`src/rtl/alu_issue_sched_pkg.sv`:
```
// Shared definitions for the ALU issue scheduler: datapath width, privilege
// encoding, scheduler FSM states and the issue payload record.
package alu_issue_sched_pkg;

  localparam int XLEN   = 64;
  localparam int ITAG_W = 8;

  localparam logic [1:0] PRV_MACHINE = 2'b11;

  typedef enum logic [1:0] {
    ST_RUN   = 2'd0,
    ST_DRAIN = 2'd1,
    ST_ACK   = 2'd2
  } sched_state_e;

  typedef struct packed {
    logic [7:0]        opcode;
    logic [1:0]        opinfo;
    logic [ITAG_W-1:0] itag;
    logic [1:0]        priv;
    logic [XLEN-1:0]   pc;
    logic [XLEN-1:0]   ds1;
    logic [XLEN-1:0]   ds2;
  } issue_pay_t;

  // Cleared slot contents: all zero except machine privilege.
  function automatic issue_pay_t reset_payload();
    issue_pay_t p;
    p      = '0;
    p.priv = PRV_MACHINE;
    return p;
  endfunction

endpackage

```
`src/rtl/alu_issue_sched_rr_arb2.sv`:
```
// Two-requester round-robin arbiter; the pointer moves to the other port only
// when the caller reports that the grant was actually taken.
module rr_arb2 (
  input  logic       clk_i,
  input  logic       rst_i,
  input  logic [1:0] valid_i,
  input  logic       advance_i,
  output logic [1:0] grant_o
);

  logic ptr_q, ptr_d;

  always_comb begin
    grant_o = 2'b00;
    case (valid_i)
      2'b01:   grant_o = 2'b01;
      2'b10:   grant_o = 2'b10;
      2'b11:   grant_o = ptr_q ? 2'b10 : 2'b01;
      default: grant_o = 2'b00;
    endcase
  end

  always_comb begin
    ptr_d = ptr_q;
    if (advance_i && (|grant_o)) begin
      ptr_d = grant_o[0];
    end
  end

  always_ff @(posedge clk_i) begin
    if (rst_i) begin
      ptr_q <= 1'b0;
    end else begin
      ptr_q <= ptr_d;
    end
  end

endmodule

```
`src/rtl/alu_issue_sched.sv`:
```
// Single-slot ALU issue stage: arbitrates two requesters into one registered
// issue slot, with flush and a fence drain/acknowledge handshake.
module alu_issue_sched
  import alu_issue_sched_pkg::*;
(
  input  logic            ALUSCHi_CLK,
  input  logic            ALUSCHi_RST,
  input  logic            ALUSCHi_Flush,
  input  logic            ALUSCHi_P0_valid,
  input  logic [7:0]      ALUSCHi_P0_Opcode,
  input  logic [1:0]      ALUSCHi_P0_OpInfo,
  input  logic [7:0]      ALUSCHi_P0_itag,
  input  logic [1:0]      ALUSCHi_P0_priv,
  input  logic [XLEN-1:0] ALUSCHi_P0_PC,
  input  logic [XLEN-1:0] ALUSCHi_P0_ds1,
  input  logic [XLEN-1:0] ALUSCHi_P0_ds2,
  output logic            ALUSCHo_P0_ready,
  input  logic            ALUSCHi_P1_valid,
  input  logic [7:0]      ALUSCHi_P1_Opcode,
  input  logic [1:0]      ALUSCHi_P1_OpInfo,
  input  logic [7:0]      ALUSCHi_P1_itag,
  input  logic [1:0]      ALUSCHi_P1_priv,
  input  logic [XLEN-1:0] ALUSCHi_P1_PC,
  input  logic [XLEN-1:0] ALUSCHi_P1_ds1,
  input  logic [XLEN-1:0] ALUSCHi_P1_ds2,
  output logic            ALUSCHo_P1_ready,
  output logic            ALUSCHo_valid,
  output logic [7:0]      ALUSCHo_Opcode,
  output logic [1:0]      ALUSCHo_OpInfo,
  output logic [7:0]      ALUSCHo_itag,
  output logic [1:0]      ALUSCHo_priv,
  output logic [XLEN-1:0] ALUSCHo_PC,
  output logic [XLEN-1:0] ALUSCHo_ds1,
  output logic [XLEN-1:0] ALUSCHo_ds2,
  input  logic            ALUSCHi_ready,
  input  logic            ALUSCHi_FENCE_req,
  output logic            ALUSCHo_FENCE_ack
);

  sched_state_e state_q, state_d;
  logic         slot_valid_q, slot_valid_d;
  issue_pay_t   slot_q, slot_d;
  issue_pay_t   p0_pay, p1_pay;
  logic         ld_en, grant_ok;
  logic [1:0]   req_valid, grant, accept;

  assign p0_pay = '{opcode: ALUSCHi_P0_Opcode, opinfo: ALUSCHi_P0_OpInfo, itag: ALUSCHi_P0_itag,
                    priv: ALUSCHi_P0_priv, pc: ALUSCHi_P0_PC, ds1: ALUSCHi_P0_ds1, ds2: ALUSCHi_P0_ds2};
  assign p1_pay = '{opcode: ALUSCHi_P1_Opcode, opinfo: ALUSCHi_P1_OpInfo, itag: ALUSCHi_P1_itag,
                    priv: ALUSCHi_P1_priv, pc: ALUSCHi_P1_PC, ds1: ALUSCHi_P1_ds1, ds2: ALUSCHi_P1_ds2};

  // A raised fence blocks new grants in the very cycle it appears.
  assign ld_en     = !slot_valid_q | ALUSCHi_ready;
  assign grant_ok  = ld_en & (state_q == ST_RUN) & !ALUSCHi_FENCE_req
                   & !ALUSCHi_Flush & !ALUSCHi_RST;
  assign req_valid = {ALUSCHi_P1_valid, ALUSCHi_P0_valid};

  rr_arb2 u_arb (
    .clk_i     (ALUSCHi_CLK),
    .rst_i     (ALUSCHi_RST),
    .valid_i   (req_valid),
    .advance_i (grant_ok),
    .grant_o   (grant)
  );

  assign accept           = grant & {2{grant_ok}};
  assign ALUSCHo_P0_ready = accept[0];
  assign ALUSCHo_P1_ready = accept[1];

  always_comb begin
    slot_valid_d = slot_valid_q;
    slot_d       = slot_q;
    if (ALUSCHi_Flush) begin
      slot_valid_d = 1'b0;
    end else if (ld_en) begin
      slot_valid_d = |accept;
      if (accept[0]) begin
        slot_d = p0_pay;
      end else if (accept[1]) begin
        slot_d = p1_pay;
      end
    end
  end

  always_ff @(posedge ALUSCHi_CLK) begin
    if (ALUSCHi_RST) begin
      slot_valid_q <= 1'b0;
      slot_q       <= reset_payload();
    end else begin
      slot_valid_q <= slot_valid_d;
      slot_q       <= slot_d;
    end
  end

  always_ff @(posedge ALUSCHi_CLK) begin
    if (ALUSCHi_RST) begin
      state_q <= ST_RUN;
    end else begin
      state_q <= state_d;
    end
  end

  // Flush freezes RUN/DRAIN; the ACK pulse is always exactly one cycle.
  always_comb begin
    state_d = state_q;
    case (state_q)
      ST_RUN:   if (ALUSCHi_FENCE_req && !ALUSCHi_Flush) state_d = ST_DRAIN;
      ST_DRAIN: if (!slot_valid_q && !ALUSCHi_Flush) state_d = ST_ACK;
      ST_ACK:   state_d = ST_RUN;
      default:  state_d = ST_RUN;
    endcase
  end

  always_comb begin
    ALUSCHo_FENCE_ack = (state_q == ST_ACK);
  end

  assign ALUSCHo_valid  = slot_valid_q;
  assign ALUSCHo_Opcode = slot_q.opcode;
  assign ALUSCHo_OpInfo = slot_q.opinfo;
  assign ALUSCHo_itag   = slot_q.itag;
  assign ALUSCHo_priv   = slot_q.priv;
  assign ALUSCHo_PC     = slot_q.pc;
  assign ALUSCHo_ds1    = slot_q.ds1;
  assign ALUSCHo_ds2    = slot_q.ds2;

endmodule

```
`config.mk`:
```
export PLATFORM = sky130hd
export DESIGN_NAME = alu_issue_sched
export DESIGN_NICKNAME = d
export VERILOG_FILES = /design/src/rtl/alu_issue_sched_pkg.sv /design/src/rtl/alu_issue_sched_rr_arb2.sv /design/src/rtl/alu_issue_sched.sv
export SDC_FILE = /design/constraint.sdc
export NUM_CORES = 1
export LEC_CHECK = 0
export BUFFER_PORTS_ARGS = -buffer_cell sky130_fd_sc_hd__buf_2
export CAP_MARGIN = 20
export CORE_AREA = 4 4 248 250
export DETAILED_ROUTE_END_ITERATION = 8
export DIE_AREA = 0 0 252 254
export HOLD_SLACK_MARGIN = 0.03
export SYNTH_ARGS = -nofsm -noshare
export SYNTH_HDL_FRONTEND = slang
export SYNTH_SLANG_ARGS = --single-unit
```
`constraint.sdc`:
```
create_clock -name ALUSCHi_CLK -period 2.6 [get_ports ALUSCHi_CLK]
set_input_delay 0.26 -clock ALUSCHi_CLK [delete_from_list [all_inputs] [get_ports ALUSCHi_CLK]]
set_output_delay 0.26 -clock ALUSCHi_CLK [all_outputs]
set_load 0.005 [all_outputs]
```
== Word level (Yosys, flattened, before mapping) ==
Index checks and enable logic that the tools add are counted.

* Input bits: 431
* Output and inout bits: 216
* Flip-flop bits (word level): 216
* Word-level logic and storage cells: 45

* Reductions and logical operators: 14
* Multiplexer cells: 7
* Equal/unequal tests: 7
* Bitwise logic cells: 7

{| class="wikitable"
|+ Operator list
! kind !! count
|-
| 212-bit 2-to-1 mux || 2
|-
| 2-bit equality test (second input constant) || 3
|-
| 2-bit 2-to-1 mux || 3
|-
| 2-bit one-hot mux with 3 select lines || 1
|-
| 2-bit OR reduction || 3
|-
| 1-bit AND || 4
|-
| 2-bit by 1-bit equality test with 1-bit output (second input constant) || 2
|-
| 1-bit zero test || 4
|-
| 2-bit one-hot mux with 2 select lines || 1
|-
| 1-bit logical AND || 3
|-
| 3-bit AND reduction || 1
|-
| 2-bit AND || 1
|-
| 2-bit zero test || 1
|-
| 2-bit by 1-bit != test with 1-bit output (second input constant) || 1
|-
| 2-bit != test (second input constant) || 1
|-
| 2-bit AND reduction || 1
|-
| 2-bit nonzero test || 1
|-
| 1-bit inverter || 1
|-
| 1-bit OR || 1
|}

== Longest topological paths before layout ==
* Depth in word-level cells: 9
* Mapped depth: 8

== Cells and area by module ==
From an unflattened synthesis, not the netlist that was laid out.

* Cells, all modules: 1220
* Area total of the unflattened synthesis: 11567.3 um^2

{| class="wikitable"
|+ Modules (own cells, without submodules)
! module !! area each (um^2) !! cells an instance !! times used
|-
| alu_issue_sched || 11502.3 || 1213 || 1
|-
| rr_arb2 || 65.1 || 7 || 1
|}

== Worst setup path after synthesis ==
Ideal clock, no wire load.

* Kind: flip-flop to flip-flop
* From: register state_q[0]
* To: register slot_q, in the netlist ALUSCHo_Opcode[5]
* Setup slack: 747 ps
* Clock period less this slack: 1853 ps
* Stages on the path, launching flop included: 8
* Arrival time: 1784 ps
* Library setup time: 69 ps
* Path through: dfxtp_1 -> or3_1 -> clkbuf_1 -> or4_1 -> buf_2 -> buf_6 -> buf_6 -> o21ai_1

* Cells in the longest elaborated chain, start to end: 8

{| class="wikitable"
|+ RTL lines
! element !! RTL line !! text
|-
| from (decl) || alu_issue_sched.sv:40 || <nowiki>sched_state_e state_q, state_d;</nowiki>
|-
| from (signal assigned) || alu_issue_sched.sv:99 || <nowiki>state_q <= state_d;</nowiki>
|-
| 2-bit zero test * || alu_issue_sched.sv:54 || <nowiki>assign grant_ok = ld_en & (state_q == ST_RUN) & !ALUSCHi_FENCE_req</nowiki>
|-
| 1-bit AND * (2 in series) || alu_issue_sched.sv:54 ||
|-
| 1-bit AND * (2 in series) || alu_issue_sched.sv:55 || <nowiki>& !ALUSCHi_Flush & !ALUSCHi_RST;</nowiki>
|-
| 2-bit AND * || alu_issue_sched.sv:66 || <nowiki>assign accept = grant & {2{grant_ok}};</nowiki>
|-
| 2-bit nonzero test (no source line) || -- ||
|-
| 3-bit AND reduction (no source line) || -- ||
|-
| to (signal assigned) || alu_issue_sched.sv:88 || <nowiki>slot_q <= reset_payload();</nowiki>
|-
| to (signal assigned) || alu_issue_sched.sv:91 || <nowiki>slot_q <= slot_d;</nowiki>
|-
| to (decl) || alu_issue_sched.sv:42 || <nowiki>issue_pay_t slot_q, slot_d;</nowiki>
|}

Every way passes the cells marked *; elsewhere a longest branch is shown, timed or not.
A chain may end at the register's enable or synchronous reset.

== Worst setup path after layout ==
* From: register state_q[0]
* To: output ALUSCHo_P0_ready

* Cells in the longest elaborated chain, start to end: 6

{| class="wikitable"
|+ RTL lines
! element !! RTL line !! text
|-
| 2-bit zero test || alu_issue_sched.sv:54 ||
|-
| 1-bit AND (2 in series) || alu_issue_sched.sv:54 ||
|-
| 1-bit AND (2 in series) || alu_issue_sched.sv:55 ||
|-
| 2-bit AND || alu_issue_sched.sv:66 ||
|-
| to (decl) || alu_issue_sched.sv:17 || <nowiki>output logic ALUSCHo_P0_ready,</nowiki>
|}

No other way between the ends.

==> flow_summary_export.csv <==
group,metric,value,unit
pwr,irDropWorstVdd,0.435,mV
timing,worstMarginPinSlew,1180,ps
timing,setup_violations,0,
finish,fillCellCount,5831,
place,dpl-instance-area,15500,µm²
worst_hold_path,hold_start,"ALUSCHi_P0_Opcode[4]",
route,wl,54100,µm
pwr,internal_power,6.90,mW
grt,grt_max_degree,116,
clock_tree,postCtsSetupBuffers,0,
route,drt_iter0_drc,1008,
worst_setup_path,cp.buffers_inverters,1,
yosys,yosys_warnings,0,
worst_hold_path,whs_path_depth,3,
pwr,pwr-share-comb,23.4,%
grt,grt_pass1_vias,14700,
clock_tree,clock_path_buffers,3,
place,routabilityCongestion,0.907,
finish,multi_input_area,6520,µm²
yosys,synthTopCellsByArea,"dfxtp_1 (37%), mux2i_1 (18%), o41ai_1 (16%), nor2b_1 (11%), o21ai_1 (7.3%)",
clock_tree,clk-insertion-delay-late,560,ps
worst_setup_path,cpMaxStageDelayCell,"or3_4",
finish,drive_gt1_share,32.8,%
yosys,syn-num-nets,1681,
yosys,yosys.area.top_type,"dfxtp_1",
place,dp.cells,2536,
clock_tree,holdBufCountCts,401,
finish,syn2layout_area_growth,75.5,%
finish,final_cells,2983,
timing,setup_tns,0,ps
timing,fin_crit_sh,95.2,%
yosys,synthesis.area,11600,µm²
pwr,leakage,9.17,nW
clock_tree,tritoncts,"done",
route,dr_total_vias,14200,
timing,slew_violations,0,
yosys,synth_most_common_cell,"dfxtp_1",
worst_setup_path,reg2regPathDepth,6,
timing,finalHoldViolCount,0,
worst_setup_path,r2r-end,"ALUSCHo_ds1[18]",
die,start_util,19.6,%
pwr,p_sw_share,27.3,%
die,coreArea,59000,µm²
route,first_pass_iters,5,
yosys,synth_top_area_share,37.3,%
yosys,syn-mean-instance-area,9.27,µm²
worst_setup_path,startpoint_type,"flip-flop",
worst_setup_path,worstSetupPathType,"reg -> out",
yosys,ys.flop_type,"dfxtp_1",
worst_setup_path,r2r_setup_slack,200,ps
run_status,run_status,"completed",
pwr,clkPwrFrac,39.0,%
die,design.die.area,64000,µm²
worst_setup_path,critPathLaunch,"state_q[0]",
finish,finish.instance_area,20300,µm²
timing,fin_worst_skew,11.5,ps
worst_setup_path,cp.arrival,2210,ps
job,max_cap_violations,0,
route,via_per_inst,4.77,
finish,num_antenna_cells,0,
yosys,synth_cell_types,23,
timing,rsz0062_at_grt,"false",
yosys,postSynthCellCount,1250,
timing,finalCriticalPeriod,2470,ps
timing,max_freq,404,MHz
grt,antenna_found_initial,1,
timing,slew_headroom,21.1,%
die,io_pins,647,
finish,ff_latch_area,4320,µm²
route,ant_nets,0,
worst_hold_path,hold_end,"ALUSCHo_Opcode[4]",
finish,final_core_util,34.5,%
grt,grt_pass1_wl,80800,µm
worst_hold_path,min_path_type,"in -> reg",
pwr,p_sw,2.59,mW
finish,layout.nets,2623,
die,die_w,252,µm
yosys,seq_area_frac_synth,37.3,%
worst_setup_path,crit_required,2340,ps
worst_setup_path,endpoint_kind,"primary output",
pwr,p_per_area,466,nW/µm²
yosys,synth_seq_cells,216,
clock_tree,root_buffer,"clkbuf_16",
worst_setup_path,path_cells,"or3_4, or3_1, a211oi_1, buf_2",
clock_tree,h-tree-depth,1,
worst_setup_path,timing.rr.start,"u_arb.ptr_q",
die,rows,89,
place,dp_hpwl,34100,µm
worst_setup_path,crit_family,"simple AND/OR/NAND/NOR gates",
place,io_buffer_count,646,
route,wl_per_cell,18.1,µm
worst_setup_path,cp_max_fo,17,
grt,grt_overflow_total,0,
clock_tree,postCtsResizedCells,0,
yosys,synth-async-reset-ratio,0,%
pwr,p_seq_share,37.7,%
yosys,synth-edff-count,0,
grt,grtUsageTotal,15.4,%
route,drc_errors,0,
yosys,synth_common_cells,"dfxtp_1 (216), mux2i_1 (214), nor2b_1 (212), o41ai_1 (210), o21ai_1 (170)",
clock_tree,path_clk_slew,60,ps
worst_setup_path,max_stage_delay,510,ps
clock_tree,cts-buffers-inserted,26,
clock_tree,clkSinkCount,216,
die,die_h,254,µm
-- stage by stage --
| stage | worst slack [ps] | hold slack, ps | power, mW |
|---|---|---|---|
| floorplan | 747 | 338 | 4.42 |
| global placement | 548 | 490 | 5.18 |
| detailed placement | 541 | 517 | 5.22 |
| CTS | 95.0 | 30.9 | 9.56 |
| global route | 63.9 | 58.5 | 9.91 |
| finish | 125 | 41.0 | 9.48 |
-- logic make-up (layout without fill, tap and decap cells) --
family                 count (synthesis)  count (layout)  share of synthesized area (%)
AOI/OAI and AO/OA                    427             427                           25.4
and+or+nand+nor                      225             225                           12.1
DFF                                  216             216                           37.3
muxes                                214             214                           18.5
buffers and inverters                168            1128                           6.72
-- metal layers --
layer	part of all wire [%]	up-vias	wire, µm	global-route usage [%]
met5	0.024	-	13	0
met4	4.8	2	2570	7.22
met3	7.4	160	3990	4.06
met2	50	604	26800	26.7
met1	38	6834	20600	17.7
li1	-	6618	-	-
-- tightest hold or removal path, delay by kind of cell --
| kind | cells | cell delay [ps] |
|---|---|---|
| compound gates | 1 | 130 |
| buf+inv | 1 | 80 |
| mux | 1 | 90 |
-- flip-flops by register name, summed over array words and instances (netlist names) --
register and cells:
ALUSCHo_ds2 64, ALUSCHo_Opcode 8, ALUSCHo_priv 2, ALUSCHo_ds1 64, ALUSCHo_valid 1, ALUSCHo_PC 64, state_q 2, u_arb.ptr_q 1
ALUSCHo_OpInfo 2, ALUSCHo_itag 8
-- power groups by stage --
stage / logic, mW / registers, mW / clock network (mW)
floorplan: 0.774 / 3.65 / 0
finish: 2.22 / 3.57 / 3.70
detailed placement: 1.58 / 3.64 / 0
global route: 2.37 / 3.59 / 3.95
global placement: 1.55 / 3.63 / 0
CTS: 2.16 / 3.57 / 3.82
-- cell usage in the layout, fill, tap and decap left out, drive strengths merged --
| master | n |
|---|---|
| dlygate4sd3 | 401 |
| dfxtp | 216 |
| clkinv | 4 |
| nor4b | 2 |
| or3 | 2 |
| inv | 1 |
| a21oi | 1 |
| o41ai | 210 |
| bufinv | 1 |
| nand2 | 1 |
| or4 | 1 |
| nand2b | 2 |
| clkbuf | 41 |
| nor2 | 4 |
| o21a | 1 |
| buf | 680 |
| a211oi | 2 |
| o21ai | 211 |
| mux2i | 214 |
| o32ai | 1 |
| a21boi | 1 |
| nor2b | 212 |
| or2 | 1 |
-- area by class of cell --
class	instances	area share, %
clock buffer	41	3.93
clock inverter	5	0.246
inverter	1	0.0185
multi-input combinational	866	32.1
sequential	216	21.3
tap	773	4.76
timing repair buffer	1081	37.7
-- worst max path at each step --
stage	end	slack, ps	depth (start not counted)
6_report	ALUSCHo_P0_ready	130	4
4_1_cts	ALUSCHo_P0_ready	90	4
3_3_place_gp	ALUSCHo_valid	550	5
5_1_grt	ALUSCHo_P0_ready	60	4
3_5_place_dp	ALUSCHo_itag[6]	540	5
2_1_floorplan	ALUSCHo_Opcode[5]	750	7
(Power assumes the default switching activity.)
